<file path="config.mk">
export PLATFORM = sky130hd
export DESIGN_NAME = goto_rep_monitor
export DESIGN_NICKNAME = d
export VERILOG_FILES = /design/src/rtl/goto_rep_monitor.sv
export SDC_FILE = /design/constraint.sdc
export NUM_CORES = 1
export LEC_CHECK = 0
export BUFFER_PORTS_ARGS = -buffer_cell sky130_fd_sc_hd__buf_2
export CAP_MARGIN = 10
export CORE_MARGIN = 1.5
export CORE_UTILIZATION = 35
export CTS_CLUSTER_DIAMETER = 150
export CTS_CLUSTER_SIZE = 14
export DETAILED_ROUTE_END_ITERATION = 8
export HOLD_SLACK_MARGIN = 0.03
export MAX_ROUTING_LAYER = met4
export PLACE_DENSITY = 0.65
export SLEW_MARGIN = 0
export SYNTH_ARGS = -nofsm -noshare
export SYNTH_HDL_FRONTEND = slang
export SYNTH_SLANG_ARGS = --single-unit
</file>
<file path="constraint.sdc">
create_clock -name clk -period 2.35 [get_ports clk]
set_input_delay 0.3525 -clock clk [delete_from_list [all_inputs] [get_ports clk]]
set_output_delay 0.3525 -clock clk [all_outputs]
set_load 0.1 [all_outputs]
</file>
<file path="src/rtl/goto_rep_monitor.sv">
// In-fabric monitor for "after start rises, evt high on exactly REPS cycles while
// guard holds, then end arrives"; emits registered pass/fail pulses and statistics.
module goto_rep_monitor #(
  parameter int unsigned REPS    = 3,
  parameter int unsigned TIMEOUT = 64,
  parameter int unsigned STAT_W  = 8
) (
  input  logic                        clk,
  input  logic                        rst_n,
  input  logic                        start_i,
  input  logic                        evt_i,
  input  logic                        guard_i,
  input  logic                        end_i,
  output logic                        busy_o,
  output logic                        pass_o,
  output logic                        fail_o,
  output logic [1:0]                  fail_code_o,
  output logic [$clog2(REPS+1)-1:0]   evt_cnt_o,
  output logic [STAT_W-1:0]           pass_cnt_o,
  output logic [STAT_W-1:0]           fail_cnt_o
);

  localparam int unsigned CNT_W = $clog2(REPS + 1);
  localparam int unsigned TMR_W = $clog2(TIMEOUT + 1);

  localparam logic [1:0] ST_IDLE     = 2'd0;
  localparam logic [1:0] ST_COUNT    = 2'd1;
  localparam logic [1:0] ST_WAIT_END = 2'd2;

  localparam logic [1:0] CODE_NONE    = 2'b00;
  localparam logic [1:0] CODE_GUARD   = 2'b01;
  localparam logic [1:0] CODE_OVER    = 2'b10;
  localparam logic [1:0] CODE_TIMEOUT = 2'b11;

  logic [1:0]        state_q, state_d;
  logic              start_q, start_d;
  logic [CNT_W-1:0]  cnt_q, cnt_d;
  logic [TMR_W-1:0]  tmr_q, tmr_d;
  logic              pass_q, pass_d;
  logic              fail_q, fail_d;
  logic [1:0]        code_q, code_d;
  logic [STAT_W-1:0] pass_cnt_q, pass_cnt_d;
  logic [STAT_W-1:0] fail_cnt_q, fail_cnt_d;

  logic              rise;
  logic              active;
  logic              counting;
  logic [TMR_W-1:0]  win_idx;
  logic [CNT_W-1:0]  cnt_base;
  logic [CNT_W-1:0]  cnt_inc;
  logic              dec_guard, dec_pass, dec_over, dec_tmo;

  // The rise cycle is window cycle 0 and is judged while still in IDLE, so the
  // per-window index and count are taken from zero rather than the stale flops.
  always_comb begin
    rise     = start_i & ~start_q;
    active   = (state_q != ST_IDLE) | rise;
    counting = (state_q == ST_IDLE) | (state_q == ST_COUNT);
    win_idx  = (state_q == ST_IDLE) ? '0 : tmr_q;
    cnt_base = (state_q == ST_IDLE) ? '0 : cnt_q;
    cnt_inc  = counting ? (cnt_base + CNT_W'(evt_i)) : cnt_base;

    dec_guard = active & ~guard_i;
    dec_pass  = active & (state_q == ST_WAIT_END) & end_i;
    dec_over  = active & (state_q == ST_WAIT_END) & ~end_i & evt_i;
    dec_tmo   = active & (win_idx == TMR_W'(TIMEOUT - 1));
  end

  always_comb begin
    state_d    = state_q;
    start_d    = start_i;
    cnt_d      = cnt_q;
    tmr_d      = tmr_q;
    pass_d     = 1'b0;
    fail_d     = 1'b0;
    code_d     = code_q;
    pass_cnt_d = pass_cnt_q;
    fail_cnt_d = fail_cnt_q;

    if (active) begin
      cnt_d = cnt_inc;
      if (dec_guard || dec_pass || dec_over || dec_tmo) begin
        state_d = ST_IDLE;
        tmr_d   = '0;
        if (dec_guard) begin
          fail_d = 1'b1;
          code_d = CODE_GUARD;
        end else if (dec_pass) begin
          pass_d = 1'b1;
          code_d = CODE_NONE;
        end else if (dec_over) begin
          fail_d = 1'b1;
          code_d = CODE_OVER;
        end else begin
          fail_d = 1'b1;
          code_d = CODE_TIMEOUT;
        end
        if (pass_d && (pass_cnt_q != '1)) pass_cnt_d = pass_cnt_q + 1'b1;
        if (fail_d && (fail_cnt_q != '1)) fail_cnt_d = fail_cnt_q + 1'b1;
      end else begin
        tmr_d = win_idx + 1'b1;
        case (state_q)
          ST_IDLE, ST_COUNT:
            state_d = (cnt_inc == CNT_W'(REPS)) ? ST_WAIT_END : ST_COUNT;
          ST_WAIT_END:
            state_d = ST_WAIT_END;
          default:
            state_d = ST_IDLE;
        endcase
      end
    end else if ((state_q != ST_IDLE) && (state_q != ST_COUNT) && (state_q != ST_WAIT_END)) begin
      state_d = ST_IDLE;
    end
  end

  always_ff @(posedge clk or negedge rst_n) begin
    if (!rst_n) begin
      state_q    <= ST_IDLE;
      start_q    <= 1'b0;
      cnt_q      <= '0;
      tmr_q      <= '0;
      pass_q     <= 1'b0;
      fail_q     <= 1'b0;
      code_q     <= CODE_NONE;
      pass_cnt_q <= '0;
      fail_cnt_q <= '0;
    end else begin
      state_q    <= state_d;
      start_q    <= start_d;
      cnt_q      <= cnt_d;
      tmr_q      <= tmr_d;
      pass_q     <= pass_d;
      fail_q     <= fail_d;
      code_q     <= code_d;
      pass_cnt_q <= pass_cnt_d;
      fail_cnt_q <= fail_cnt_d;
    end
  end

  assign busy_o      = (state_q != ST_IDLE);
  assign pass_o      = pass_q;
  assign fail_o      = fail_q;
  assign fail_code_o = code_q;
  assign evt_cnt_o   = cnt_q;
  assign pass_cnt_o  = pass_cnt_q;
  assign fail_cnt_o  = fail_cnt_q;

endmodule

</file>
==> results of run 1 <==
power by group through the flow:
stage,clock (W),combinational (W),sequential (W)
4_1_cts,0.000535,0.000725,0.000694
6_report,0.000519,0.000719,0.000696
3_3_place_gp,0,0.000720,0.000705
2_1_floorplan,0,0.000169,0.00113
3_5_place_dp,0,0.000722,0.000703
5_1_grt,0.000559,0.000754,0.000707
flip-flops by register name, summed over array words and instances, names as in the netlist:
signal	flops
pass_o	1
fail_cnt_o	8
start_q	1
tmr_q	7
pass_cnt_o	8
fail_code_o	2
state_q	2
evt_cnt_o	2
fail_o	1
how the worst max path moves through the flow:
stage	startpoint	endpoint	cells past startpoint
6_report	state_q[0]	fail_cnt_o[1]	8
2_1_floorplan	state_q[0]	fail_cnt_o[1]	10
4_1_cts	state_q[0]	fail_cnt_o[1]	8
3_3_place_gp	state_q[0]	fail_cnt_o[1]	8
5_1_grt	state_q[0]	fail_cnt_o[2]	9
3_5_place_dp	state_q[0]	fail_cnt_o[1]	8
worst max-delay path: stages, from the launching register on:
cell and delay (ps):
dfrtp_1 380, or2_1 270, and2_1 180, ha_1 210
o2111a_2 170, a32oi_2 250, o21ai_2 160, nand3_2 120
mux2_1 320
layout by cell type (no fill, tap or decap), types with 5 or more instances in the layout:
| master | netlist | layout |
|---|---|---|
| a31oi_1 | 7 | 7 |
| o21ai_0 | 9 | 9 |
| dfrtp_1 | 32 | 32 |
| nand2_1 | 17 | 17 |
| buf_2 | 0 | 28 |
| and3_1 | 5 | 5 |
| clkbuf_8 | 0 | 5 |
| and2_1 | 5 | 5 |
| nor2_1 | 7 | 7 |
| a21oi_1 | 5 | 5 |
| nand3_1 | 10 | 9 |
| nand4_1 | 5 | 5 |
| xnor2_1 | 7 | 7 |
per-stage QoR:
step	hold WS (ps)	instance area, um2	std cells
global route	195.0	1948	246
floorplan	56.91	1655	158
finish	120.2	1948	246
CTS	151.1	1948	246
global placement	450.3	1841	238
detailed placement	453.9	1841	238
final cells by class:
| type | instances | area [um2] | area share |
|---|---|---|---|
| inverter | 3 | 11.26 | 0.005780 |
| clock inverter | 2 | 35.03 | 0.01798 |
| multi-input combinational | 119 | 793.3 | 0.4072 |
| sequential | 32 | 800.8 | 0.4110 |
| clock buffer | 6 | 72.57 | 0.03725 |
| timing repair buffer | 32 | 170.2 | 0.08735 |
| tap | 52 | 65.06 | 0.03340 |
layer usage:
metal | up-vias | global-route usage
li1 | 642 | -
met1 | 605 | 0.2018
met2 | 34 | 0.1965
met3 | 4 | 0.03516
met4 | 0 | 0.03774
met5 | - | -
logic make-up (layout without fill, tap and decap cells):
kind of cell    Yosys count  after routing  synth area share
flops                    32             32            0.4889
xor+xnor                 11             11           0.05882
simple gates             69             69            0.2399
compound gates           32             32            0.1314
fa+ha+maj                 4              4           0.03056
mux                       3              3           0.02062
buf+inv                   7             43           0.02979
==> qor.yml, run 1 <==
timing:
  hold_viol_final: 0
  drv_slew: 0
  max-slew-margin-rel: 0.5253
  rsz0062_at_grt: "false"
  fin_worst_skew_ps: 7.517
  post-route-min-period_ps: 2159
  max_freq_ghz: 0.4632
  setup_viol: 0
  setup_tns_ps: 0
  period_share: 0.9188
  fin_ws_ps: 190.9
  tightest_slew_ps: 712.1
yosys:
  yosysMostFrequentCell: "dfrtp_1"
  ys_async_sr_fraction: 1.000
  synth_cell_types: 40
  synth_warnings: 0
  synth_common_cells: "dfrtp_1, nand2_1, nand3_1, o21ai_0"
  syn_area_mm2: 0.001638
  synth-edff-count: 0
  yosysSeqAreaShare: 0.4889
  synth_area_leaders: "dfrtp_1, nand2_1, xnor2_1, ha_1, nand3_1"
  synth-seq-cells: 32
  yosysTopAreaCell: "dfrtp_1"
  postSynthAreaPerCell_um2: 10.37
  ys.flop_type: "dfrtp_1"
  syn_nets: 168
  postSynthCellCount: 158
  yosysTopAreaCellShare: 0.4889
routing:
  wl_met1_um: 1721
  highest_layer: "met4"
  vias: 1285
  drt_wl_total_um: 3292
  firstDrtPassIters: 4
  antenna_left: 0
  wl_per_cell_um: 13.38
  first_iter_violations: 90
  wl_met3_um: 174
  wl_met2_um: 1370
  drt_drc_violations_left: 0
  via_per_inst: 5.224
final_layout:
  fillCellCount: 432
  fin_nets: 203
  post-route-util: 0.4413
  drive_gt1_frac: 0.2732
  diodes: 0
  syn_to_final_growth_pct: 18.95
placement:
  place_hpwl_um: 2299
  post-place-ws_ps: 205.8
  gp_congestion: 0.8234
  io_buffers: 28
grt:
  grt_start_max_net_pins: 33
  grt_pass1_vias: 1182
  grt_antenna_before_repair: 0
  grt_overflow: 0
  grt_pass1_wl_um: 5471
  grt_usage: 0.1401
clock_tree:
  cts.sinks: 32
  ctsResizeCount: 0
  numCtsBuffers: 5
  cts_tree: "built"
  clock_latency_ps: 280
  root_buffer: "clkbuf_8"
  hold_buffers: 0
  post_cts_buffers: 0
  htree_levels: 2
  clockBufferDepth: 2
  path_clk_slew_ps: 70
power_and_ir_drop:
  seqPwrFrac: 0.360
  p_clk_frac: 0.268
  power.internal_w: 0.001066
  p_leak_nw: 0.9321
  design_power_total_w: 0.001935
  power_switching_w: 0.0008690
  power_switching_share: 0.4492
  vdd_drop_max_mv: 0.9612
  p_per_area_mw_per_mm2: 993.1
  p_comb_frac: 0.372
hold_path:
  hold_path.class: "in2async"
setup_path:
  worstPathArrival_ps: 2330
  r2r-start: "state_q[0]"
  reg2reg_depth: 8
  worstPathMaxFanout: 8
  crit_required_ps: 2520
  rr_endpoint: "fail_cnt_o[1]"
  path_class: "reg2reg"
  crit_path_start_kind: "flip-flop"
  cp-end-kind: "flip-flop"
  reg2reg_slack_ps: 190
floorplanning:
  core_area_mm2: 0.004414
  die_w_um: 71.41
  dieArea_mm2: 0.005099
  start_util: 0.3710
  ioPinCount: 29
  std_cell_rows: 24
  die_y_um: 71.41
outcome:
  status: "complete, no violations"
run:
  maxCapViolCount: 0
Note: power is estimated with default switching activity, not from simulation.
==> run 2, diff against run 1 <==
RECOVER_POWER = 100   (was unset)
==> qor.yml, run 2 (synthesized netlist as in run 1, its figures left out) <==
floorplanning:
  core_area_mm2: 0.004414  # unchanged
  ioPinCount: 29  # unchanged
  dieArea_mm2: 0.005099  # unchanged
  die_y_um: 71.41  # unchanged
  die_w_um: 71.41  # unchanged
  start_util: 0.3710  # unchanged
  std_cell_rows: 24  # unchanged
clock_tree:
  path_clk_slew_ps: 70  # about the same
  root_buffer: "clkbuf_8"  # unchanged
  cts.sinks: 32  # unchanged
  clockBufferDepth: 2  # unchanged
  hold_buffers: 0  # unchanged
  cts_tree: "built"  # unchanged
  clock_latency_ps: 280  # about the same
  htree_levels: 2  # unchanged
  numCtsBuffers: 5  # unchanged
  ctsResizeCount: 0  # unchanged
  post_cts_buffers: 0  # unchanged
placement:
  placed_cell_area_mm2: 0.001841  # unchanged
  place_hpwl_um: 2299  # unchanged
  io_buffers: 28  # unchanged
  post-place-ws_ps: 205.8  # unchanged
  gp_congestion: 0.8234  # unchanged
routing:
  highest_layer: "met4"  # unchanged
  drt_drc_violations_left: 0  # unchanged
  firstDrtPassIters: 4  # unchanged
  wl_met2_um: 1360  # was 1370 um
  vias: 1297  # was 1285
  drt_wl_total_um: 3265  # was 3292 um
  wl_per_cell_um: 13.27  # was 13.38 um
  via_per_inst: 5.272  # was 5.224
  antenna_left: 0  # unchanged
  first_iter_violations: 90  # unchanged
  wl_met3_um: 206  # was 174 um
  wl_met1_um: 1660  # was 1721 um
setup_path:
  worstPathArrival_ps: 2350  # was 2330 ps
  worstPathMaxFanout: 8  # unchanged
  crit_path_start_kind: "flip-flop"  # unchanged
  reg2reg_depth: 8  # unchanged
  path_class: "reg2reg"  # unchanged
  crit_start: "state_q[0]"  # unchanged
  r2r-start: "state_q[0]"  # unchanged
  rr_endpoint: "fail_cnt_o[1]"  # unchanged
  crit_required_ps: 2510  # was 2520 ps
  cp-end-kind: "flip-flop"  # unchanged
  reg2reg_slack_ps: 160  # was 190 ps
final_layout:
  fin_nets: 203  # unchanged
  syn_to_final_growth_pct: 15.66  # was 18.95%
  diodes: 0  # unchanged
  mostFrequentLayoutCell: "dfrtp_1"  # unchanged
  layout_common_cells: "dfrtp_1, clkbuf_1, nand2_1"  # was dfrtp_1, buf_2, nand2_1
  drive_gt1_frac: 0.1289  # was 0.2732
  fin_area_mm2: 0.001894  # was 0.001948 mm2
outcome:
  violations: "capacitance limit, slew limit"
  status: "complete, but fails checks"  # was complete, no violations
timing:
  tightest_slew_ps: 1698  # was 712.1 ps
  drv_slew: 33  # was 0
  post-route-min-period_ps: 2186  # was 2159 ps
  max-slew-margin-rel: -0.1321  # was 0.5253
  fin_worst_skew_ps: 5.063  # was 7.517 ps
  hold_viol_final: 0  # unchanged
  setup_viol: 0  # unchanged
  setup_tns_ps: 0  # unchanged
  max_freq_ghz: 0.4575  # was 0.4632 GHz
  holdWs_ps: 212.5  # was 120.2 ps
  rsz0062_at_grt: "false"  # unchanged
  fin_ws_ps: 164.2  # was 190.9 ps
  period_share: 0.9301  # was 0.9188
power_and_ir_drop:
  p_leak_nw: 0.8469  # was 0.9321 nW
  vdd_drop_max_mv: 0.9615  # was 0.9612 mV
  p_per_area_mw_per_mm2: 1011  # was 993.1 mW/mm2
hold_path:
  worstHoldStart: "start_i"
  holdPathStages: 1
  hold_path.class: "in2reg"  # was in2async
  hold_end: "start_q"
run:
  maxCapViolCount: 1  # was 0
grt:
  grt_pass1_wl_um: 5471  # unchanged
  grt_antenna_before_repair: 0  # unchanged
  grt_pass1_vias: 1182  # unchanged
  grt_overflow: 0  # unchanged
  grt_usage: 0.1401  # unchanged
  grt_start_max_net_pins: 33  # unchanged
## run 2: how the worst max path moves through the flow
stage / to / cells after the start
2_1_floorplan: fail_cnt_o[1] / 10
3_3_place_gp: fail_cnt_o[1] / 8
3_5_place_dp: fail_cnt_o[1] / 8
4_1_cts: fail_cnt_o[1] / 8
5_1_grt: fail_cnt_o[1] / 8
6_report: fail_cnt_o[1] / 8
## run 2: power breakdown
part | total (W) | switching, W | internal (W)
logic | 0.000699 | 0.000586 | 0.000113
registers | 0.000697 | 0.0000778 | 0.000619
clock network | 0.000518 | 0.000203 | 0.000315
## run 2: area by class of cell
class,instances,area [um2]
inverters,3,11.26
repair buffers,32,140.1
clock buffers,6,72.57
multi-input cells,119,769.5
fillers,444,2520
clock inverters,2,35.03
well taps,52,65.06
flip-flops and latches,32,800.8
## run 2: critical path, cell delays in order, from the launching register on
cell and delay, ps:
dfrtp_1 380, or2_0 280, and2_1 190, ha_1 210, o2111a_2 160, a32oi_2 240
o21ai_2 160, nand3_2 120, mux2_1 330
## run 2: routing by layer
layer,global-route usage,vias up
met3,0.03516,5
met4,0.03774,0
met1,0.2018,612
met5,-,-
li1,-,640
met2,0.1965,40
## run 2: metrics by stage
stage	instances	power [W]	util
after floorplan	158	0.001300	-
after global placement	238	0.001425	0.4170
after detailed placement	238	0.001425	0.4170
after CTS	246	0.001954	0.4413
after global routing	246	0.002001	0.4291
final	246	0.001914	0.4291
==> run 3, diff against run 2 <==
PLACE_DENSITY = 0.63   (was 0.65)
clock period = 2.22 ns   (was 2.35 ns; I/O delays follow)
==> qor.yml, run 3 (synthesized netlist as in run 1, its figures left out) <==
outcome:
  status: "complete, but fails checks"  # unchanged
  violations: "capacitance limit, slew limit"  # unchanged
final_layout:
  syn_to_final_growth_pct: 17.34  # was 15.66%
  post-route-util: 0.4354  # was 0.4291
  mostFrequentLayoutCell: "dfrtp_1"  # unchanged
  fillCellCount: 420  # was 444
  drive_gt1_frac: 0.2240  # was 0.1289
  diodes: 0  # unchanged
  layout_common_cells: "dfrtp_1, nand2_1, buf_2, clkbuf_1"  # was dfrtp_1, clkbuf_1, nand2_1
  fin_nets: 201  # was 203
run:
  maxCapViolCount: 1  # unchanged
power_and_ir_drop:
  p_per_area_mw_per_mm2: 1023  # was 1011 mW/mm2
  vdd_drop_max_mv: 0.7120  # was 0.9615 mV
  p_leak_nw: 0.8772  # was 0.8469 nW
timing:
  max-slew-margin-rel: -0.1599  # was -0.1321
  tightest_slew_ps: 1740  # was 1698 ps
  setup_viol: 0  # unchanged
  setup_tns_ps: 0  # unchanged
  period_share: 0.9637  # was 0.9301
  hold_viol_final: 0  # unchanged
  post-route-min-period_ps: 2139  # was 2186 ps
  drv_slew: 33  # unchanged
  rsz0062_at_grt: "true"  # was false
  fin_worst_skew_ps: 3.058  # was 5.063 ps
  max_freq_ghz: 0.4674  # was 0.4575 GHz
grt:
  grt_antenna_before_repair: 0  # unchanged
  grt_start_max_net_pins: 33  # unchanged
  grt_overflow: 0  # unchanged
  grt_pass1_wl_um: 5568  # was 5471 um
  grt_pass1_vias: 1204  # was 1182
  grt_usage: 0.1453  # was 0.1401
placement:
  place_hpwl_um: 2275  # was 2299 um
  gp_congestion: 0.8072  # was 0.8234
  io_buffers: 28  # unchanged
floorplanning:
  start_util: 0.3710  # unchanged
  die_y_um: 71.41  # unchanged
  dieArea_mm2: 0.005099  # unchanged
  die_w_um: 71.41  # unchanged
  ioPinCount: 29  # unchanged
  std_cell_rows: 24  # unchanged
  core_area_mm2: 0.004414  # unchanged
routing:
  drt_wl_total_um: 3198  # was 3265 um
  vias: 1296  # was 1297
  antenna_left: 0  # unchanged
  via_per_inst: 5.311  # was 5.272
  drt_drc_violations_left: 0  # unchanged
  wl_per_cell_um: 13.11  # was 13.27 um
  first_iter_violations: 104  # was 90
  firstDrtPassIters: 4  # unchanged
hold_path:
  hold_path.class: "in2reg"  # unchanged
  worstHoldStart: "start_i"  # unchanged
clock_tree:
  numCtsBuffers: 5  # unchanged
  root_buffer: "clkbuf_8"  # unchanged
  ctsResizeCount: 0  # unchanged
  cts_tree: "built"  # unchanged
  post_cts_buffers: 0  # unchanged
  hold_buffers: 0  # unchanged
  path_clk_slew_ps: 70  # about the same
  cts.sinks: 32  # unchanged
  htree_levels: 2  # unchanged
  clock_latency_ps: 280  # about the same
  clockBufferDepth: 2  # unchanged
setup_path:
  crit_required_ps: 2390  # was 2510 ps
  cp_slowest_cell: "dfrtp_1"  # unchanged
  worstPathMaxFanout: 13  # was 8
  worst_path_largest_cell_delay_ps: 380  # about the same
  crit_start: "state_q[0]"  # unchanged
  cp-end-kind: "flip-flop"  # unchanged
  path_class: "reg2reg"  # unchanged
  crit_path_start_kind: "flip-flop"  # unchanged
  worstPathArrival_ps: 2310  # was 2350 ps
  r2r-start: "state_q[0]"  # unchanged
  path_cells: "or2_4 > and2_4 > ha_2 > o2111a_2 > a32oi_2 > o21ai_4 > nand3_2 > mux2_4"  # was or2_0 > and2_1 > ha_1 > o2111a_2 > a32oi_2 > o21ai_2 > nand3_2 > mux2_1
run 3: cell count changes in the layout (fill, tap and decap cells not counted), sizes merged:
| cell | delta |
|---|---|
| buf | +9 |
| bufinv | -1 |
| clkbuf | -11 |
| clkinv | +1 |
run 3: path summary, 6_finish.rpt:
kind	endpoint	slack (ps)	cells after the start
worst min register to register	pass_cnt_o[5]	500	1
worst max register to register	fail_cnt_o[1]	80	8
min in group asynchronous	tmr_q[0]	500	1
worst min-delay path	start_q	190	1
worst max-delay path	fail_cnt_o[1]	80	8
max in group asynchronous	fail_cnt_o[2]	710	1
run 3: area by class of cell:
cell class                 count  area (um2)  share of cell area
tap                           52       65.06             0.03385
clock inverter                 2       10.01            0.005208
clock buffer                   6       82.58             0.04297
multi-input combinational    119       814.5              0.4238
inverter                       3       11.26            0.005859
sequential                    32       800.8              0.4167
timing repair buffer          30       137.6             0.07161
run 3: layer usage:
metal,track usage,part of all wire
met5,-,0
met3,0.04360,0.049
met4,0.05660,0.019
met1,0.1957,0.50
met2,0.2058,0.43
run 3: critical path, delay by kind of cell (launching register included):
| kind | cells | cell delay [ps] |
|---|---|---|
| DFF | 1 | 380 |
| and+or+nand+nor | 3 | 610 |
| adders and majority gates | 1 | 170 |
| AOI/OAI and AO/OA | 3 | 580 |
| muxes | 1 | 300 |
run 3: report_power, final:
| group | internal [W] | switching, W | leakage [nW] | total [W] |
|---|---|---|---|---|
| Clock | 0.000247 | 0.000217 | 0.0510 | 0.000464 |
| Combinational | 0.000142 | 0.000623 | 0.410 | 0.000765 |
| Sequential | 0.000656 | 0.0000818 | 0.417 | 0.000738 |
run 3: stage by stage:
stage	cells	hold WS (ps)	area, um2	total power [W]	worst slack (ps)
floorplan	158	37.41	1669	0.001393	5.417
global placement	236	442.8	1839	0.001520	145.0
detailed placement	236	438.3	1839	0.001518	97.38
CTS	244	125.7	1932	0.001989	90.16
global route	244	191.2	1922	0.002053	3.166
finish	244	189.3	1922	0.001967	80.59
